--- config.mk ---
export PLATFORM = sky130hd
export DESIGN_NAME = layer_compositor
export DESIGN_NICKNAME = d
export VERILOG_FILES = /design/src/rtl/layer_compositor.sv
export SDC_FILE = /design/constraint.sdc
export NUM_CORES = 1
export LEC_CHECK = 0
export ABC_CLOCK_PERIOD_IN_PS = 6700
export CORE_UTILIZATION = 59
export DETAILED_ROUTE_END_ITERATION = 12
export GPL_TIMING_DRIVEN = 0
export PLACE_DENSITY_LB_ADDON = 0.1
export REMOVE_ABC_BUFFERS = 1
export SLEW_MARGIN = 15
export SYNTH_ARGS = -nofsm -noshare
export SYNTH_HDL_FRONTEND = slang
export SYNTH_SLANG_ARGS = --single-unit
--- constraint.sdc ---
create_clock -name clk_in -period 6.7 [get_ports clk_in]
set_input_delay 1.005 -clock clk_in [delete_from_list [all_inputs] [get_ports clk_in]]
set_output_delay 1.005 -clock clk_in [all_outputs]
set_load 0.01 [all_outputs]
--- src/rtl/layer_compositor.sv ---
// layer_compositor: pipelined N-layer alpha compositor with alpha
// double-buffering committed at frame start.
//
// Ports:
//   clk_in, rst_n_in      pixel clock, async active-low reset
//   pixel_valid_in        layers_in valid this cycle
//   layers_in             layer k at [k*3*CH_BITS +: 3*CH_BITS]
//   alpha_in              alpha of layer k>=1 at [(k-1)*ALPHA_BITS +: ALPHA_BITS]
//   alpha_load_in         capture alpha_in into shadow
//   frame_start_in        commit shadow to active if pending
//   pixel_valid_out       composited pixel valid
//   pixel_out             composited pixel {R,G,B}
//   alpha_pending_out     shadow captured, not yet committed
//
// Optional: define LAYER_COMPOSITOR_CHROMA_KEY_EN to use KEY_COLOR as the
// transparent key instead of all-zero.
module layer_compositor #(
  parameter int CH_BITS    = 4,
  parameter int ALPHA_BITS = 3,
  parameter int NUM_LAYERS = 2,
  parameter int KEY_COLOR  = 0
) (
  input  logic                                   clk_in,
  input  logic                                   rst_n_in,
  input  logic                                   pixel_valid_in,
  input  logic [NUM_LAYERS*3*CH_BITS-1:0]        layers_in,
  input  logic [(NUM_LAYERS-1)*ALPHA_BITS-1:0]   alpha_in,
  input  logic                                   alpha_load_in,
  input  logic                                   frame_start_in,
  output logic                                   pixel_valid_out,
  output logic [3*CH_BITS-1:0]                   pixel_out,
  output logic                                   alpha_pending_out
);

  localparam int PW   = 3 * CH_BITS;
  localparam int AW   = (NUM_LAYERS - 1) * ALPHA_BITS;
  localparam int ONE  = 2 ** (ALPHA_BITS - 1);
  localparam int IW   = CH_BITS + ALPHA_BITS + 1;
  localparam int CMAX = 2 ** CH_BITS - 1;

  localparam logic [ALPHA_BITS-1:0] A_ONE  = ALPHA_BITS'(ONE);
  localparam logic [ALPHA_BITS-1:0] A_HALF = ALPHA_BITS'(ONE / 2);

`ifdef LAYER_COMPOSITOR_CHROMA_KEY_EN
  localparam logic [PW-1:0] KEY = PW'(KEY_COLOR);
`else
  // Key is all-zero; KEY_COLOR has no effect in this build.
  localparam logic [PW-1:0] KEY = PW'(KEY_COLOR * 0);
`endif

  // Stage s holds NUM_LAYERS-s words: slot 0 is the accumulator,
  // slots 1.. are the not-yet-blended layers s+1.. in order.
  // All stages are packed back to back in one vector.
  function automatic int off(input int s);
    return PW * (s * NUM_LAYERS - (s * (s - 1)) / 2);
  endfunction

  localparam int TOT     = off(NUM_LAYERS);
  localparam int OUT_OFF = off(NUM_LAYERS - 1);

  function automatic logic [PW-1:0] blend(
    input logic [PW-1:0]         acc,
    input logic [PW-1:0]         lay,
    input logic [ALPHA_BITS-1:0] al
  );
    logic [ALPHA_BITS-1:0] ac;
    logic [IW-1:0]         t;
    logic [IW-1:0]         sh;
    logic [PW-1:0]         r;
    ac = (al > A_ONE) ? A_ONE : al;
    r  = acc;
    if (lay == KEY) begin
      r = acc;
    end else if (acc == KEY) begin
      r = lay;
    end else begin
      for (int c = 0; c < 3; c++) begin
        t = IW'(lay[c*CH_BITS +: CH_BITS]) * IW'(ac)
          + IW'(acc[c*CH_BITS +: CH_BITS])
            * (IW'(A_ONE) - IW'(ac))
          + IW'(ONE / 2);
        sh = t >> (ALPHA_BITS - 1);
        r[c*CH_BITS +: CH_BITS] = (sh > IW'(CMAX))
          ? CH_BITS'(CMAX) : sh[CH_BITS-1:0];
      end
    end
    return r;
  endfunction

  // Alpha double buffer
  logic [AW-1:0] act_q, act_d;
  logic [AW-1:0] shd_q, shd_d;
  logic          pend_q, pend_d;

  always_comb begin
    act_d  = act_q;
    shd_d  = shd_q;
    pend_d = pend_q;
    if (alpha_load_in) begin
      shd_d  = alpha_in;
      // Load coinciding with frame start commits straight through.
      pend_d = !frame_start_in;
      if (frame_start_in) begin
        act_d = alpha_in;
      end
    end else if (frame_start_in && pend_q) begin
      act_d  = shd_q;
      pend_d = 1'b0;
    end
  end

  always_ff @(posedge clk_in or negedge rst_n_in) begin
    if (!rst_n_in) begin
      act_q  <= {(NUM_LAYERS-1){A_HALF}};
      shd_q  <= '0;
      pend_q <= 1'b0;
    end else begin
      act_q  <= act_d;
      shd_q  <= shd_d;
      pend_q <= pend_d;
    end
  end

  // Pipeline
  logic [NUM_LAYERS-1:0] v_q, v_d;
  logic [TOT-1:0]        pipe_q, pipe_d;

  always_comb begin
    v_d    = {v_q[NUM_LAYERS-2:0], pixel_valid_in};
    pipe_d = '0;
    if (pixel_valid_in) begin
      pipe_d[0 +: NUM_LAYERS*PW] = layers_in;
    end
    for (int s = 1; s < NUM_LAYERS; s++) begin
      if (v_q[s-1]) begin
        pipe_d[off(s) +: PW] = blend(
          pipe_q[off(s-1) +: PW],
          pipe_q[off(s-1) + PW +: PW],
          act_q[(s-1)*ALPHA_BITS +: ALPHA_BITS]);
        for (int j = 1; j < NUM_LAYERS - s; j++) begin
          pipe_d[off(s) + j*PW +: PW] =
            pipe_q[off(s-1) + (j+1)*PW +: PW];
        end
      end
    end
  end

  always_ff @(posedge clk_in or negedge rst_n_in) begin
    if (!rst_n_in) begin
      v_q    <= '0;
      pipe_q <= '0;
    end else begin
      v_q    <= v_d;
      pipe_q <= pipe_d;
    end
  end

  assign pixel_valid_out   = v_q[NUM_LAYERS-1];
  assign pixel_out         = pipe_q[OUT_OFF +: PW];
  assign alpha_pending_out = pend_q;

endmodule

==> flow_results.org <==
** Finish
- Ratio of cells with drive above 1 in the final layout :: roughly 4.2%
- Area growth from synthesis to layout :: 14.5%
- Leaving out fill and tap cells, the most frequent cell in the layout is and2_1.
- The number of antenna diodes in the final layout is 0.
- The library cells used most frequently in the layout, excluding fill and tap cells, are and2_1 (71), inv_1 (64), fa_1 (52), ha_1 (46).
- Final-stage net count :: approximately 650

** Route
- Via/cell ratio :: around 5.5
- Total number of vias :: ~3.4k
- Dividing the detail-routed wire length by the instance count gives ~16 µm.
- Remaining antenna violation count after routing :: 0
- After detailed routing, the wire length on met1 is 4250 µm.
- First-pass detailed-route iteration total :: 4
- Iteration-0 DRC count of the detailed router :: roughly 190
- Routed length on met3 :: 548 µm
- DR DRC count :: 0
- Total length of routed met2 wires :: ~5000 µm
- Total length of routed wires :: a little under 10000 µm
- Highest Signal Layer :: met4

** Global routing
- Grt ovf :: 0
- The initial antenna violation count was 0.
- The first global-routing pass estimated around 17000 µm of wire.
- Maximum number of pins on one net before global-route repair :: 29
- Via count of the first global-routing pass :: 3592
- Global routing used a little over a quarter of the available tracks.

** Yosys
- Of all flip-flops after synthesis, the portion carrying an async set or reset was 100%.
- Average instance area after synthesis :: 9.85 µm²
- Post-synth EDFFs :: 0
- Mapped Area :: approximately 0.0046 mm²
- Yosys mapped the design onto 37 distinct sky130hd cell types.
- In the synthesized netlist the dominant register cell turns out to be dfrtp_1.
- #FFs+latches synth :: between 40 and 50
- Count of mapped cells out of synthesis :: roughly 470
- Ys Warns :: 0
- Of the synthesized area, sequential elements account for between 20% and 30%.

** Power and ir drop
- Peak ir drop on the vdd network :: around 0.12 mV
- Leak pwr :: 2.60 nW
- In this run the power density over the cells is 272 mW/mm².
- Total power consumption of the routed design :: ~1.4 mW

** Placed design
- The count of buffers added on input and output ports is between 40 and 50.
- OpenSTA, run right after detailed placement, puts the worst setup slack at -543 ps.
- Final RePlAce weighted congestion :: around 0.9
- The wire-length estimate of the detail-placed layout is between 7000 and 8000 µm.

** Clock tree
- Clock-pin slew was measured on the worst setup and hold paths at around 90 ps.
- Post-CTS sizing :: 3
- The cell sitting at the root of the clock tree is a clkbuf_8.
- Number of buffers added to fix hold violations after cts :: 0
- Skew-Pair Late Insertion Delay :: 320 ps
- Post-CTS timing repair inserted 0 buffers for setup.
- The H-tree was split into 2 levels.
- CTS Buf Count :: 5
- Clock tree from TritonCTS :: done
- Number of sinks handled by clock tree synthesis :: 45
- The clock passes through at most 2 buffers.

** Run
- Max cap viols :: 0

** Timing
- Based on the critical path, the design can be clocked at up to approximately 160 MHz.
- The number of endpoints with negative hold slack in the final report is 0.
- Setup repair after global routing left no endpoint under its margin.
- Final critical delay including setup and external delays :: approximately 6300 ps
- Setup violations remaining at the end of the flow were counted as 0.
- Headroom to the max-slew limit came out at between 30% and 40%.
- Final clock period utilization by the worst path :: approximately 94%
- Clock Skews :: 12.9 ps
- The total count of max-transition violations in the final report came to 0.
- Hold timing on the final database bottoms out at a slack of between 400 and 500 ps.
- Setup WS post-layout :: 409 ps
- For the pin with the worst max-slew slack, the measured transition is 901 ps.

** Die
- Row generation in the floorplan step produced 32 rows.
- Die width :: slightly above 90 µm
- The die is 90.8 µm tall.
- Core Box Area :: 0.00769 mm²
- Once the floorplan was initialized, standard cells occupied roughly three fifths of the core.
- The floorplan step defined a die boundary enclosing 0.00824 mm².
- For this design the top-level I/O count stands at 46.

** Worst hold path
- Path category of the worst min-delay check :: reg2reg

** Critical path
- Worst setup path class :: reg2reg
- In this run the worst path has a maximum fanout of 21.
- Counting stages on the worst path, the most repeated cell is fa_1.
- Worst-path cell with the longest stage delay :: dfrtp_1
- Data arrives at the worst endpoint at about 6500 ps.
- The signal on the critical path passes through nor2b_4, inv_1, ha_1, xor2_4, nand2_1, fa_1, fa_1, inv_1, fa_1, fa_1, inv_1, fa_1, and2b_1, o21ai_2, mux2_4, a221o_1, a32oi_1.
- Type of element capturing the critical path :: register
- For this run, the slowest stage of the critical path takes between 700 and 800 ps.
- Category of the worst setup path launch point :: register
- For the worst setup path, the data required time is between 6000 and 7000 ps.

** Status
- The flow ran to the end, and the final reports show no timing, DRC or antenna violations.
-- per-layer routing --
layer / vias up / global-route usage, %
li1: 1594 / -
met1: 1712 / 35.1
met2: 111 / 45.3
met3: 14 / 4.12
met4: 0 / 5.16
met5: - / 0
-- registers in the layout, indices dropped and copies added, names as in the netlist --
register,cells
act_q,3
alpha_pending_out,1
shd_q,3
pipe_q,36
v_q,2
-- critical path, delay by kind of cell (launching register included) --
kind                     cells  cell delay (ps)
adder cells (fa/ha/maj)      6             2860
multiplexers                 1              300
buffers and inverters        3              250
AO/OA/AOI/OAI                3              740
XOR/XNOR                     1              390
AND/OR/NAND/NOR              3              940
flip-flops                   1              730
-- synth_stat cells (3+ instances only) --
library cell  instances  share of area (%)
nand2_1              32                2.6
a211oi_1              6               0.97
nand3b_1              6               0.97
and3_1                5               0.67
xnor2_1              12                2.3
o21ai_0              19                2.0
fa_1                 52                 22
dfrtp_1              44                 24
nand4b_1              3               0.57
mux2_2                6                1.5
inv_1                64                5.2
nand3_1               3               0.32
o21bai_1              3               0.48
xor2_1                9                1.7
and2_1               71                9.6
buf_4                12                1.9
a21o_1                5               0.81
nor2_1                6               0.48
a21oi_1              16                1.7
clkbuf_1             12               0.97
ha_1                 46                 12
nor2b_1               3               0.40
a32oi_1              12                2.3
nor4_1                6               0.81
-- logic make-up after synthesis --
logic type | synth area share, %
AOI/OAI and AO/OA | 9.04
xor gates and xnor gates | 3.96
adders and majority gates | 34.8
buffers and inverters | 8.29
DFF | 24.2
muxes | 2.21
other | 0.162
and+or+nand+nor | 17.3
-- per-stage QoR --
step	cell area [µm²]	setup TNS, ps	std cells	utilization [%]
detailed placement	5170	-2700	613	67.2
CTS	5300	0	621	68.9
global route	5320	0	621	69.2
global placement	5150	-1710	612	67.0
finish	5320	0	621	69.2
floorplan	4580	0	465	-
-- power by group --
group	switching (mW)	internal, mW
combinational	0.473	0.403
clock	0.108	0.114
sequential	0.0351	0.314
total	0.616	0.832
-- final cells by class --
class                           instances  area (µm²)
Sequential cell                        45        1130
Tap cell                              102         128
Fill cell                             623        2370
Clock inverter                          3        50.0
Multi-Input combinational cell        356        3240
Inverter                               64         240
Clock buffer                            5        68.8
Timing Repair Buffer                   46         465
-- worst paths after layout --
path,from,to,slack [ps],cells after the start
min,v_q[0]$_DFF_PN0_,v_q[1]$_DFF_PN0_,460,0
max in group asynchronous,rst_n_in,act_q[1]$_DFFE_PN1P_,5480,2
max reg2reg,act_q[2]$_DFFE_PN0P_,pipe_q[32]$_DFF_PN0_,410,17
min in group asynchronous,rst_n_in,pipe_q[31]$_DFF_PN0_,620,1
min reg2reg,v_q[0]$_DFF_PN0_,v_q[1]$_DFF_PN0_,460,0
max,act_q[2]$_DFFE_PN0P_,pipe_q[32]$_DFF_PN0_,410,17
Note: power is estimated with default switching activity, not from simulation.
